[config.mk]
export PLATFORM = sky130hd
export DESIGN_NAME = escritura_de_parametros
export DESIGN_NICKNAME = d
export VERILOG_FILES = /design/src/rtl/escritura_de_parametros_pkg.sv /design/src/rtl/escritura_de_parametros_rtc_bus_write.sv /design/src/rtl/escritura_de_parametros.sv
export SDC_FILE = /design/constraint.sdc
export NUM_CORES = 1
export LEC_CHECK = 0
export ABC_CLOCK_PERIOD_IN_PS = 3680
export BUFFER_PORTS_ARGS = -buffer_cell sky130_fd_sc_hd__buf_2
export CAP_MARGIN = 20
export CORE_MARGIN = 3
export CORE_UTILIZATION = 35
export CTS_CLUSTER_SIZE = 30
export DETAILED_ROUTE_END_ITERATION = 10
export RECOVER_POWER = 100
export SLEW_MARGIN = 40
export SYNTH_ARGS = -nofsm -noshare
export SYNTH_HDL_FRONTEND = slang
export SYNTH_HIERARCHICAL = 1
export SYNTH_SLANG_ARGS = --single-unit
[constraint.sdc]
create_clock -name clk -period 3.68 [get_ports clk]
set_input_delay 0.368 -clock clk [delete_from_list [all_inputs] [get_ports clk]]
set_output_delay 0.368 -clock clk [all_outputs]
set_load 0.01 [all_outputs]
[src/rtl/escritura_de_parametros_pkg.sv]
// Shared constants for the RTC parameter writer: register map, commands,
// bus phase timing and FSM state encodings.
package escritura_de_parametros_pkg;

  localparam logic [7:0] ADDR_FMT   = 8'h00;
  localparam logic [7:0] ADDR_CTRL  = 8'h02;
  localparam logic [7:0] ADDR_CFG   = 8'h10;
  localparam logic [7:0] ADDR_SEC   = 8'h21;
  localparam logic [7:0] ADDR_MIN   = 8'h22;
  localparam logic [7:0] ADDR_HOUR  = 8'h23;
  localparam logic [7:0] ADDR_DAY   = 8'h24;
  localparam logic [7:0] ADDR_MONTH = 8'h25;
  localparam logic [7:0] ADDR_YEAR  = 8'h26;
  localparam logic [7:0] ADDR_TSEC  = 8'h41;
  localparam logic [7:0] ADDR_TMIN  = 8'h42;
  localparam logic [7:0] ADDR_THOUR = 8'h43;

  localparam logic [7:0] CMD_TIME   = 8'hF1;
  localparam logic [7:0] CMD_TIMER  = 8'hF2;

  localparam logic [7:0] CTRL_HOLD  = 8'h10;
  localparam logic [7:0] CTRL_RUN   = 8'h00;
  localparam logic [7:0] CFG_INIT   = 8'hD2;
  localparam logic [7:0] FMT_12H    = 8'h10;
  localparam logic [7:0] FMT_24H    = 8'h00;

  // Per-transaction cycle positions: addr 0..1, gap 2, data 3..4, gap 5
  localparam logic [2:0] ADDR_CYC   = 3'd2;
  localparam logic [2:0] DATA_FIRST = 3'd3;
  localparam logic [2:0] DATA_END   = 3'd5;
  localparam logic [2:0] WRITE_LAST = 3'd5;
  localparam logic [2:0] CMD_LAST   = 3'd2;

  // Step indices within a parameter write (date/time 0..6, timer 7..10)
  localparam logic [3:0] INIT_STEPS     = 4'd4;
  localparam logic [3:0] TIME_CMD_STEP  = 4'd6;
  localparam logic [3:0] TIME_STEPS     = 4'd7;
  localparam logic [3:0] TIMER_CMD_STEP = 4'd10;
  localparam logic [3:0] ALL_STEPS      = 4'd11;

  localparam logic [2:0] ST_IDLE     = 3'd0;
  localparam logic [2:0] ST_INIT     = 3'd1;
  localparam logic [2:0] ST_WR_TIME  = 3'd2;
  localparam logic [2:0] ST_WR_TIMER = 3'd3;
  localparam logic [2:0] ST_DONE     = 3'd4;

  typedef struct packed {
    logic       cmd_only;
    logic [7:0] addr;
    logic [7:0] data;
  } bus_tx_t;

  function automatic bus_tx_t wr_tx(input logic [7:0] addr, input logic [7:0] data);
    return '{cmd_only: 1'b0, addr: addr, data: data};
  endfunction

  function automatic bus_tx_t cmd_tx(input logic [7:0] cmd);
    return '{cmd_only: 1'b1, addr: cmd, data: 8'h00};
  endfunction

endpackage

[src/rtl/escritura_de_parametros_rtc_bus_write.sv]
// One RTC bus transaction: register write (6 cycles) or command (3 cycles).
// A start on the final cycle of a transaction chains the next one with no gap.
module rtc_bus_write
  import escritura_de_parametros_pkg::*;
(
  input  logic       clk,
  input  logic       rst,
  input  logic       start,
  input  logic       cmd_only,
  input  logic [7:0] addr,
  input  logic [7:0] data,
  output logic       busy,
  output logic       done,
  output logic       AD,
  output logic       CS,
  output logic       WR,
  output logic [7:0] Dato
);

  logic [2:0] cnt;
  logic       cmd_q;
  logic [7:0] addr_q;
  logic [7:0] data_q;

  always_ff @(posedge clk) begin
    if (rst) begin
      busy   <= 1'b0;
      cnt    <= '0;
      cmd_q  <= 1'b0;
      addr_q <= '0;
      data_q <= '0;
    end else if (start) begin
      busy   <= 1'b1;
      cnt    <= '0;
      cmd_q  <= cmd_only;
      addr_q <= addr;
      data_q <= data;
    end else if (done) begin
      busy <= 1'b0;
    end else if (busy) begin
      cnt <= cnt + 3'd1;
    end
  end

  assign done = busy && (cnt == (cmd_q ? CMD_LAST : WRITE_LAST));

  always_comb begin
    AD   = 1'b1;
    CS   = 1'b1;
    WR   = 1'b1;
    Dato = 8'h00;
    if (busy && (cnt < ADDR_CYC)) begin
      AD   = 1'b0;
      CS   = 1'b0;
      WR   = 1'b0;
      Dato = addr_q;
    end else if (busy && !cmd_q && (cnt >= DATA_FIRST) && (cnt < DATA_END)) begin
      CS   = 1'b0;
      WR   = 1'b0;
      Dato = data_q;
    end
  end

endmodule

[src/rtl/escritura_de_parametros.sv]
// RTC parameter writer: one-time init sequence, then date/time and/or timer
// block writes on request, with done pulses for each.
//
// state       | meaning
// ST_IDLE     | bus idle, waiting for EN and a request (or pending init)
// ST_INIT     | four init register writes
// ST_WR_TIME  | date/time registers 0x21..0x26 then command 0xF1
// ST_WR_TIMER | timer registers 0x41..0x43 then command 0xF2
// ST_DONE     | one-cycle Listo_es pulse, disarm
module escritura_de_parametros
  import escritura_de_parametros_pkg::*;
(
  input  logic       clk,
  input  logic       rst,
  input  logic       EN,
  input  logic       Ld_1,
  input  logic       Ld_2,
  input  logic       up,
  input  logic       down,
  input  logic       forma,
  input  logic [7:0] s,
  input  logic [7:0] m,
  input  logic [7:0] h,
  input  logic [7:0] d,
  input  logic [7:0] me,
  input  logic [7:0] a,
  input  logic [7:0] st,
  input  logic [7:0] mt,
  input  logic [7:0] ht,
  output logic       AD,
  output logic       CS,
  output logic       RD,
  output logic       WR,
  output logic [7:0] Dato,
  output logic       Listo_limpia,
  output logic       Listo_es
);

  logic [2:0]      state;
  logic [3:0]      step;
  logic            init_pend;
  logic            armed;
  logic            full_q;
  logic            forma_q;
  logic [5:0][7:0] time_q;
  logic [2:0][7:0] timer_q;
  logic            listo_limpia_q;

  logic       any_req;
  logic       active;
  logic [3:0] seq_end;
  logic [1:0] timer_idx;
  logic       bw_start;
  logic       bw_busy;
  logic       bw_done;
  logic       seq_last;
  bus_tx_t    tx;

  assign any_req = Ld_1 || Ld_2 || up || down;
  assign active  = (state == ST_INIT) || (state == ST_WR_TIME) || (state == ST_WR_TIMER);
  assign seq_end = (state == ST_INIT) ? INIT_STEPS :
                   ((state == ST_WR_TIME) && !full_q) ? TIME_STEPS : ALL_STEPS;
  // Steps 7..9 map to timer slots 0..2 through the low two bits
  assign timer_idx = step[1:0] + 2'd1;
  assign bw_start  = active && (step < seq_end) && (!bw_busy || bw_done);
  assign seq_last  = active && (step == seq_end) && bw_done;

  always_comb begin
    tx = '0;
    case (state)
      ST_INIT: begin
        case (step)
          4'd0:    tx = wr_tx(ADDR_CTRL, CTRL_HOLD);
          4'd1:    tx = wr_tx(ADDR_CTRL, CTRL_RUN);
          4'd2:    tx = wr_tx(ADDR_CFG, CFG_INIT);
          default: tx = wr_tx(ADDR_FMT, forma_q ? FMT_12H : FMT_24H);
        endcase
      end
      ST_WR_TIME, ST_WR_TIMER: begin
        if (step < TIME_CMD_STEP)
          tx = wr_tx(ADDR_SEC + {4'd0, step}, time_q[step[2:0]]);
        else if (step == TIME_CMD_STEP)
          tx = cmd_tx(CMD_TIME);
        else if (step < TIMER_CMD_STEP)
          tx = wr_tx(ADDR_TSEC + {6'd0, timer_idx}, timer_q[timer_idx]);
        else
          tx = cmd_tx(CMD_TIMER);
      end
      default: tx = '0;
    endcase
  end

  always_ff @(posedge clk) begin
    if (rst) begin
      state          <= ST_IDLE;
      step           <= '0;
      init_pend      <= 1'b1;
      armed          <= 1'b1;
      full_q         <= 1'b0;
      forma_q        <= 1'b0;
      time_q         <= '0;
      timer_q        <= '0;
      listo_limpia_q <= 1'b0;
    end else begin
      listo_limpia_q <= 1'b0;
      if (bw_start) step <= step + 4'd1;
      case (state)
        ST_IDLE: begin
          if (!any_req) armed <= 1'b1;
          if (EN && init_pend) begin
            state   <= ST_INIT;
            step    <= '0;
            forma_q <= forma;
          end else if (EN && armed && any_req) begin
            time_q  <= {a, me, d, h, m, s};
            timer_q <= {ht, mt, st};
            forma_q <= forma;
            full_q  <= !Ld_1 && !Ld_2;
            if (Ld_2 && !Ld_1) begin
              state <= ST_WR_TIMER;
              step  <= TIME_STEPS;
            end else begin
              state <= ST_WR_TIME;
              step  <= '0;
            end
          end
        end
        ST_INIT: begin
          if (seq_last) begin
            state          <= ST_IDLE;
            init_pend      <= 1'b0;
            listo_limpia_q <= 1'b1;
          end
        end
        ST_WR_TIME: begin
          if (seq_last) state <= ST_DONE;
          else if (bw_start && (step == TIME_STEPS)) state <= ST_WR_TIMER;
        end
        ST_WR_TIMER: begin
          if (seq_last) state <= ST_DONE;
        end
        ST_DONE: begin
          state <= ST_IDLE;
          armed <= 1'b0;
        end
        default: state <= ST_IDLE;
      endcase
    end
  end

  rtc_bus_write u_bus (
    .clk      (clk),
    .rst      (rst),
    .start    (bw_start),
    .cmd_only (tx.cmd_only),
    .addr     (tx.addr),
    .data     (tx.data),
    .busy     (bw_busy),
    .done     (bw_done),
    .AD       (AD),
    .CS       (CS),
    .WR       (WR),
    .Dato     (Dato)
  );

  assign RD           = 1'b1;
  assign Listo_limpia = listo_limpia_q;
  assign Listo_es     = (state == ST_DONE);

endmodule

==> summary.txt, run 1 <==
Status
  – Outcome: finished clean

Placement
  – Gpl congestion: 0.830
  – Area post-placement: 5700 µm²
  – DP HPWL: 9190 µm
  – Port Buffers: 92
  – Place WS: 1.15 ns
  – Placed Cells: 862

Min path
  – Min-delay src: ht[1]
  – Worst min-delay path class: primary input to flip-flop

Die
  – Io pins: 94
  – Width of the die: 128 µm
  – Number of cell rows: 44
  – Die height: 128 µm
  – Initial Utilization: 0.359
  – Core outline area: 14600 µm²
  – Die area: 16500 µm²

Clock tree
  – Number of hold buffers added after CTS: 0
  – Post-CTS sizing: 0
  – CTS max path bufs: 2
  – Post-CTS Setup Bufs: 0
  – TritonCTS buffer count: 9
  – H-Tree Depth: 3
  – CTS tree: built
  – Clk slew on worst S/H paths: 0.07 ns
  – Clock root buffer master: clkbuf_16
  – Clk_lat worst skew: 0.35 ns
  – Clock Sinks: 105

Routing
  – Post-route DRC violation count: 0
  – Vias: 4439
  – Vias/cell: 5.06
  – Initial DRC Count: 235
  – Total wire length: 12900 µm
  – Antenna-violating nets left: 0
  – 1st-pass router iterations: 4
  – WL/cell: 14.6 µm

Yosys
  – Number of enable flip-flop cells after synthesis: 0
  – Post-synthesis sequential area ratio: 0.402
  – Dominant synthesized flop cell: dfxtp_1
  – Mapped cell area: 5230 µm²
  – Mapped Avg Cell Area: 8.37 µm²
  – Mapped Nets: 715
  – Top-area cell type share of the netlist area: 0.402
  – Cells after synthesis: 625
  – Top post-synthesis cells by area: dfxtp_1, nand2_1, mux2i_1, a21oi_1, mux4_2
  – Seq cells post-synth: 105
  – Synth area leader: dfxtp_1
  – Yosys cell types: 60
  – Post-synth ARST share: 0
  – YS warnings: 6

Critical path
  – Critical R2R Capture: u_bus/cnt[0]
  – CP startpoint: state[2]
  – CP Capture Type: flip-flop
  – Worst Setup EP: u_bus/cnt[0]
  – Data arrival, critical path: 3.03 ns
  – Worst Path Class, Setup: flip-flop to flip-flop
  – Critical path peak fanout: 22
  – Worst endpoint required time: 3.96 ns
  – R2R Setup Slk: 0.92 ns
  – Reg2reg path depth: 10
  – Worst setup SP type: flip-flop
  – R2R Path Start: state[2]

Job
  – Max Cap Viol: 0

Cells and area
  – Share of layout cells above drive strength 1: 0.193
  – Post-route design area: 5970 µm²
  – # diodes: 0
  – Final cell count without fillers: 878
  – Area grow syn2layout: 14.0%
  – Filler Cells Inserted: 1484
  – # nets final: 779

Timing
  – Final setup violation count: 0
  – Final number of hold-violating endpoints: 0
  – Final TNS setup: 0 ns
  – Final Cycle Share: 0.750
  – F_max: 362 MHz
  – Final hold slack: 0.253 ns
  – Worst clock skew: 0.00996 ns
  – Worst-Margin Slew: 1.38 ns
  – Slew Limit Headroom: 0.0775
  – Max Transition Viols Final: 0
  – RSZ-0062 raised after global routing: false
  – Post-route minimum period: 2.76 ns
  – Setup slack after layout: 0.921 ns

GRT
  – Number of global-route vias before repair: 4254
  – First-pass GRT wire length: 20700 µm
  – Tot GR Track Use: 0.155
  – Aggregate global routing overflow: 0
  – Initial antenna violation count: 0
  – Largest net degree at the start of global routing: 75

Pwr
  – Maximum vdd drop: 0.000259 V
  – PwrDens: 467 nW/µm²
  – Leakage: 2.17 nW
[critical path: stages (launching register included)]
cell and delay [ns]:
dfxtp_1 0.55, or2_0 0.33, clkinv_1 0.16, ha_1 0.32, nand2b_1 0.07, a21oi_1 0.38
nor2_2 0.08, buf_4 0.27, nor2_1 0.27, nand2_1 0.10, o21ai_0 0.15
[flip-flops by register name, indices dropped and copies added (netlist names), 3 cells and up]
name,count
step,4
timer_q,24
u_bus/cnt,3
u_bus/addr_q,8
u_bus/data_q,8
time_q,48
state,3
[per-layer routing]
metal  global-route usage  up-vias  wire (µm)
met3               0.0279       14        657
met2                0.255      109       6170
met4               0.0456        0        132
li1                     -     2252          -
met1                0.207     2064       5900
met5                    0        -          0
[cell type report]
cell class	instances	area, µm²	area share
Tap cell	184	230	0.0386
Timing Repair Buffer	98	488	0.0818
Inverter	17	63.8	0.0107
Sequential cell	105	2100	0.352
Clock buffer	12	256	0.0430
Multi-Input combinational cell	458	2750	0.461
Clock inverter	4	73.8	0.0124
[synth_stat cells, types with 2 or more instances]
cell type  number
nand2_1       157
dfxtp_1       105
a21oi_1        77
nor2_1         44
mux2i_1        41
clkbuf_1       21
inv_1          13
a21oi_2        11
nand2_2        11
buf_2          10
ha_1           10
buf_6           9
nand2b_1        9
o21ai_1         9
o22ai_1         9
mux4_2          8
o21ai_0         8
nor3b_1         7
nor3_1          5
a221o_1         4
a32o_1          3
buf_4           3
nand4b_1        3
xnor2_1         3
a311oi_1        2
and2_1          2
clkinv_1        2
conb_1          2
inv_2           2
nor2b_1         2
nor4_2          2
o21bai_1        2
or2_1           2
[logic make-up after synthesis]
kind of cell / synth area share
other: 0.00143
AO/OA/AOI/OAI: 0.162
flip-flops: 0.402
buffers and inverters: 0.0650
multiplexers: 0.113
adder cells (fa/ha/maj): 0.0239
AND/OR/NAND/NOR: 0.227
XOR/XNOR: 0.00669
[stage by stage]
stage / utilization / total power, mW
4_1_cts: 0.413 / 2.82
3_3_place_gp: 0.391 / 1.76
5_1_grt: 0.409 / 2.91
2_1_floorplan: - / 1.65
3_5_place_dp: 0.391 / 1.77
6_report: 0.409 / 2.79
[worst min path at each step]
stage | end | slack (ns) | cells past startpoint
floorplan | time_q[16] | 0.43 | 2
global placement | time_q[28] | 0.44 | 2
detailed placement | time_q[28] | 0.44 | 2
CTS | time_q[37] | 0.25 | 3
global route | time_q[35] | 0.25 | 3
finish | timer_q[17] | 0.25 | 3
[report_power, final]
group | leakage [nW] | internal, mW | switching, mW | total [mW]
sequential | 0.853 | 1.19 | 0.0578 | 1.25
combinational | 1.15 | 0.205 | 0.275 | 0.481
clock | 0.163 | 0.635 | 0.421 | 1.06
total | 2.17 | 2.03 | 0.754 | 2.79
[cell usage in the layout, fill, tap and decap left out, types with 2 or more instances in the layout]
cell,count
mux4_2,8
nand2_2,10
xnor2_1,3
nand4b_1,3
bufinv_16,2
nand2b_1,9
inv_1,13
a21oi_2,5
o21ai_1,4
clkbuf_8,2
nor3_1,5
nor2b_1,2
a21oi_1,83
clkbuf_16,9
ha_1,10
clkinv_1,3
buf_4,5
o22ai_1,9
mux2i_1,41
nor2_1,44
nor3b_1,7
clkbuf_1,13
buf_2,80
dfxtp_1,104
o21bai_1,2
or2_0,2
a221o_1,4
conb_1,2
a311oi_1,2
nand2_1,158
a32o_1,3
o21ai_0,13
Note: power is estimated with default switching activity, not from simulation.
==> inputs of run 2 (changes only) <==
--- a/config.mk
+++ b/config.mk
@@ -5,7 +5,7 @@
 export SDC_FILE = /design/constraint.sdc
 export NUM_CORES = 1
 export LEC_CHECK = 0
-export ABC_CLOCK_PERIOD_IN_PS = 3680
+export ABC_CLOCK_PERIOD_IN_PS = 2600
 export BUFFER_PORTS_ARGS = -buffer_cell sky130_fd_sc_hd__buf_2
 export CAP_MARGIN = 20
 export CORE_MARGIN = 3
==> constraint.sdc (replaced) <==
create_clock -name clk -period 2.6 [get_ports clk]
set_input_delay 0.26 -clock clk [delete_from_list [all_inputs] [get_ports clk]]
set_output_delay 0.26 -clock clk [all_outputs]
set_load 0.01 [all_outputs]
==> run 2 against run 1 <==
Against the previous run: count of clock-buffer cells in the layout shrank 1; sequential power grew 41%; combinational power up 53%; register-to-register slack worse by 0.67 ns; final area up 1.1%; total power rose by 37%; highest routed layer unchanged; largest cell class unchanged; flip-flop and latch count is the same.
==> summary.txt, run 2 (synthesized netlist as in run 1, its figures left out) <==
Placement
  – DP HPWL: 9180 µm
  – Port Buffers: 92
  – Placed Cells: 872
  – Area post-placement: 5800 µm²
  – Place WS: 0.167 ns
  – Gpl congestion: 0.831

Routing
  – Post-route DRC violation count: 0
  – Vias: 4415
  – Total wire length: 12600 µm
  – WL/cell: 14.2 µm
  – Antenna-violating nets left: 0
  – Vias/cell: 4.96
  – 1st-pass router iterations: 4
  – Initial DRC Count: 235

Die
  – Initial Utilization: 0.359
  – Width of the die: 128 µm
  – Die area: 16500 µm²
  – Number of cell rows: 44
  – Io pins: 94
  – Core outline area: 14600 µm²
  – Die height: 128 µm

Pwr
  – Tot Pwr: 3.83 mW
  – Comb power frac: 0.193
  – PwrDens: 634 nW/µm²
  – Internal Pwr Total: 2.76 mW
  – Maximum vdd drop: 0.000287 V
  – Clock network fraction of design power: 0.347
  – Switching share of power: 0.277
  – Sequential power share: 0.460
  – Leakage: 2.21 nW
  – Total net switching power: 1.06 mW

Timing
  – F_max: 426 MHz
  – RSZ-0062 raised after global routing: false
  – Slew Limit Headroom: 0.111
  – Setup slack after layout: 0.255 ns
  – Worst clock skew: 0.00565 ns
  – Max Transition Viols Final: 0
  – Post-route minimum period: 2.34 ns
  – Worst-Margin Slew: 1.33 ns
  – Final TNS setup: 0 ns
  – Final setup violation count: 0
  – Final hold slack: 0.158 ns
  – Final number of hold-violating endpoints: 0
  – Final Cycle Share: 0.902

Critical path
  – Critical path peak fanout: 13
  – CP cell instances: buf_4 -> nor3b_1 -> clkbuf_1 -> mux2i_1 -> nor3b_1 -> clkbuf_1
  – Worst setup SP type: flip-flop
  – Crit-path slowest cell: clkbuf_1
  – R2R Setup Slk: 0.26 ns
  – R2R Path Start: state[2]
  – Buffers & Inverters on Critical Path: 3
  – Reg2reg path depth: 9
  – Worst endpoint required time: 2.34 ns
  – Delay-heaviest family, CP: buffers and inverters
  – CP Capture Type: output port
  – Critical R2R Capture: u_bus/addr_q[2]
  – Data arrival, critical path: 2.08 ns
  – Worst Path Class, Setup: flip-flop to output port
  – Delay of the slowest critical-path stage: 0.46 ns

Cells and area
  – # diodes: 0
  – Max reg flops: 48
  – Area of the multi-input gates: 2750 µm²
  – Area grow syn2layout: 15.2%
  – # nets final: 791
  – Share of layout cells above drive strength 1: 0.211
  – Post-route design area: 6030 µm²
  – Finished Core Util: 0.413
  – Sequential cell area: 2110 µm²
  – Filler Cells Inserted: 1493
  – Largest regs: time_q x48, timer_q x24
  – Final cell count without fillers: 890
  – Most frequent cells in the layout: nand2_1, dfxtp_1, a21oi_1
  – Most common cell after layout, fill and taps aside: nand2_1
  – Biggest register: time_q

Min path
  – Worst min-delay path class: primary input to flip-flop
  – Hold EP: time_q[7]
  – Min-delay src: s[7]
  – WHS Path Cells: 3

GRT
  – Initial antenna violation count: 0
  – Number of global-route vias before repair: 4410
  – Largest net degree at the start of global routing: 76
  – Tot GR Track Use: 0.155
  – First-pass GRT wire length: 20900 µm
  – Aggregate global routing overflow: 0

Clock tree
  – Clk_lat worst skew: 0.33 ns
  – Clk slew on worst S/H paths: 0.07 ns
  – TritonCTS buffer count: 9
  – CTS max path bufs: 2
  – H-Tree Depth: 3
  – Clock Sinks: 105
  – CTS tree: built
  – Clock root buffer master: clkbuf_16

Status
  – Outcome: finished clean

Job
  – Max Cap Viol: 0
## run 2: cell types whose count changed in the layout (fill, tap and decap cells not counted), moves of 2 or more
| cell | change |
|---|---|
| buf_4 | +10 |
| clkbuf_8 | -2 |
| dfxtp_1 | -2 |
| dfxtp_2 | +2 |
| o21ai_0 | -2 |
| o21ai_1 | +2 |
## run 2: final cells by class
class                      instances  share of cell area
multi-input combinational        458               0.456
clock buffer                      11              0.0386
tap                              184              0.0382
sequential                       105               0.349
timing repair buffer             110              0.0979
inverter                          17              0.0106
clock inverter                     5             0.00934
## run 2: worst min-delay path, cell delays in order
cell and delay [ns]:
buf_2 0.09, nand2_1 0.04, a21oi_1 0.05
## run 2: per-layer routing
layer | track usage | share of wire
met5 | 0 | 0
met2 | 0.257 | 0.48
met4 | 0.0325 | 0.0083
met1 | 0.212 | 0.47
met3 | 0.0304 | 0.042
## run 2: how the worst max path moves through the flow
stage	cells after the start	slack, ns	from	to
detailed placement	10	0.17	state[0]	u_bus/addr_q[2]
finish	6	0.26	u_bus/busy	Dato[2]
CTS	10	0.17	state[1]	u_bus/addr_q[5]
floorplan	12	0.36	state[0]	u_bus/cnt[0]
global route	6	0.01	u_bus/busy	Dato[2]
global placement	10	0.33	state[0]	u_bus/cmd_q
## run 2: timing repair
| action | CTS | global route |
|---|---|---|
| resized for setup | 0 | 2 |
| hold buffers | 0 | 0 |
| endpoints found under the setup margin | 0 | 16 |
| setup buffers | 0 | 2 |
## run 2: power by group through the flow
stage	registers (mW)	logic, mW	clock network [mW]
6_report	1.76	0.738	1.33
2_1_floorplan	1.77	0.566	0
4_1_cts	1.76	0.746	1.37
5_1_grt	1.77	0.822	1.43
3_5_place_dp	1.80	0.741	0
3_3_place_gp	1.79	0.729	0
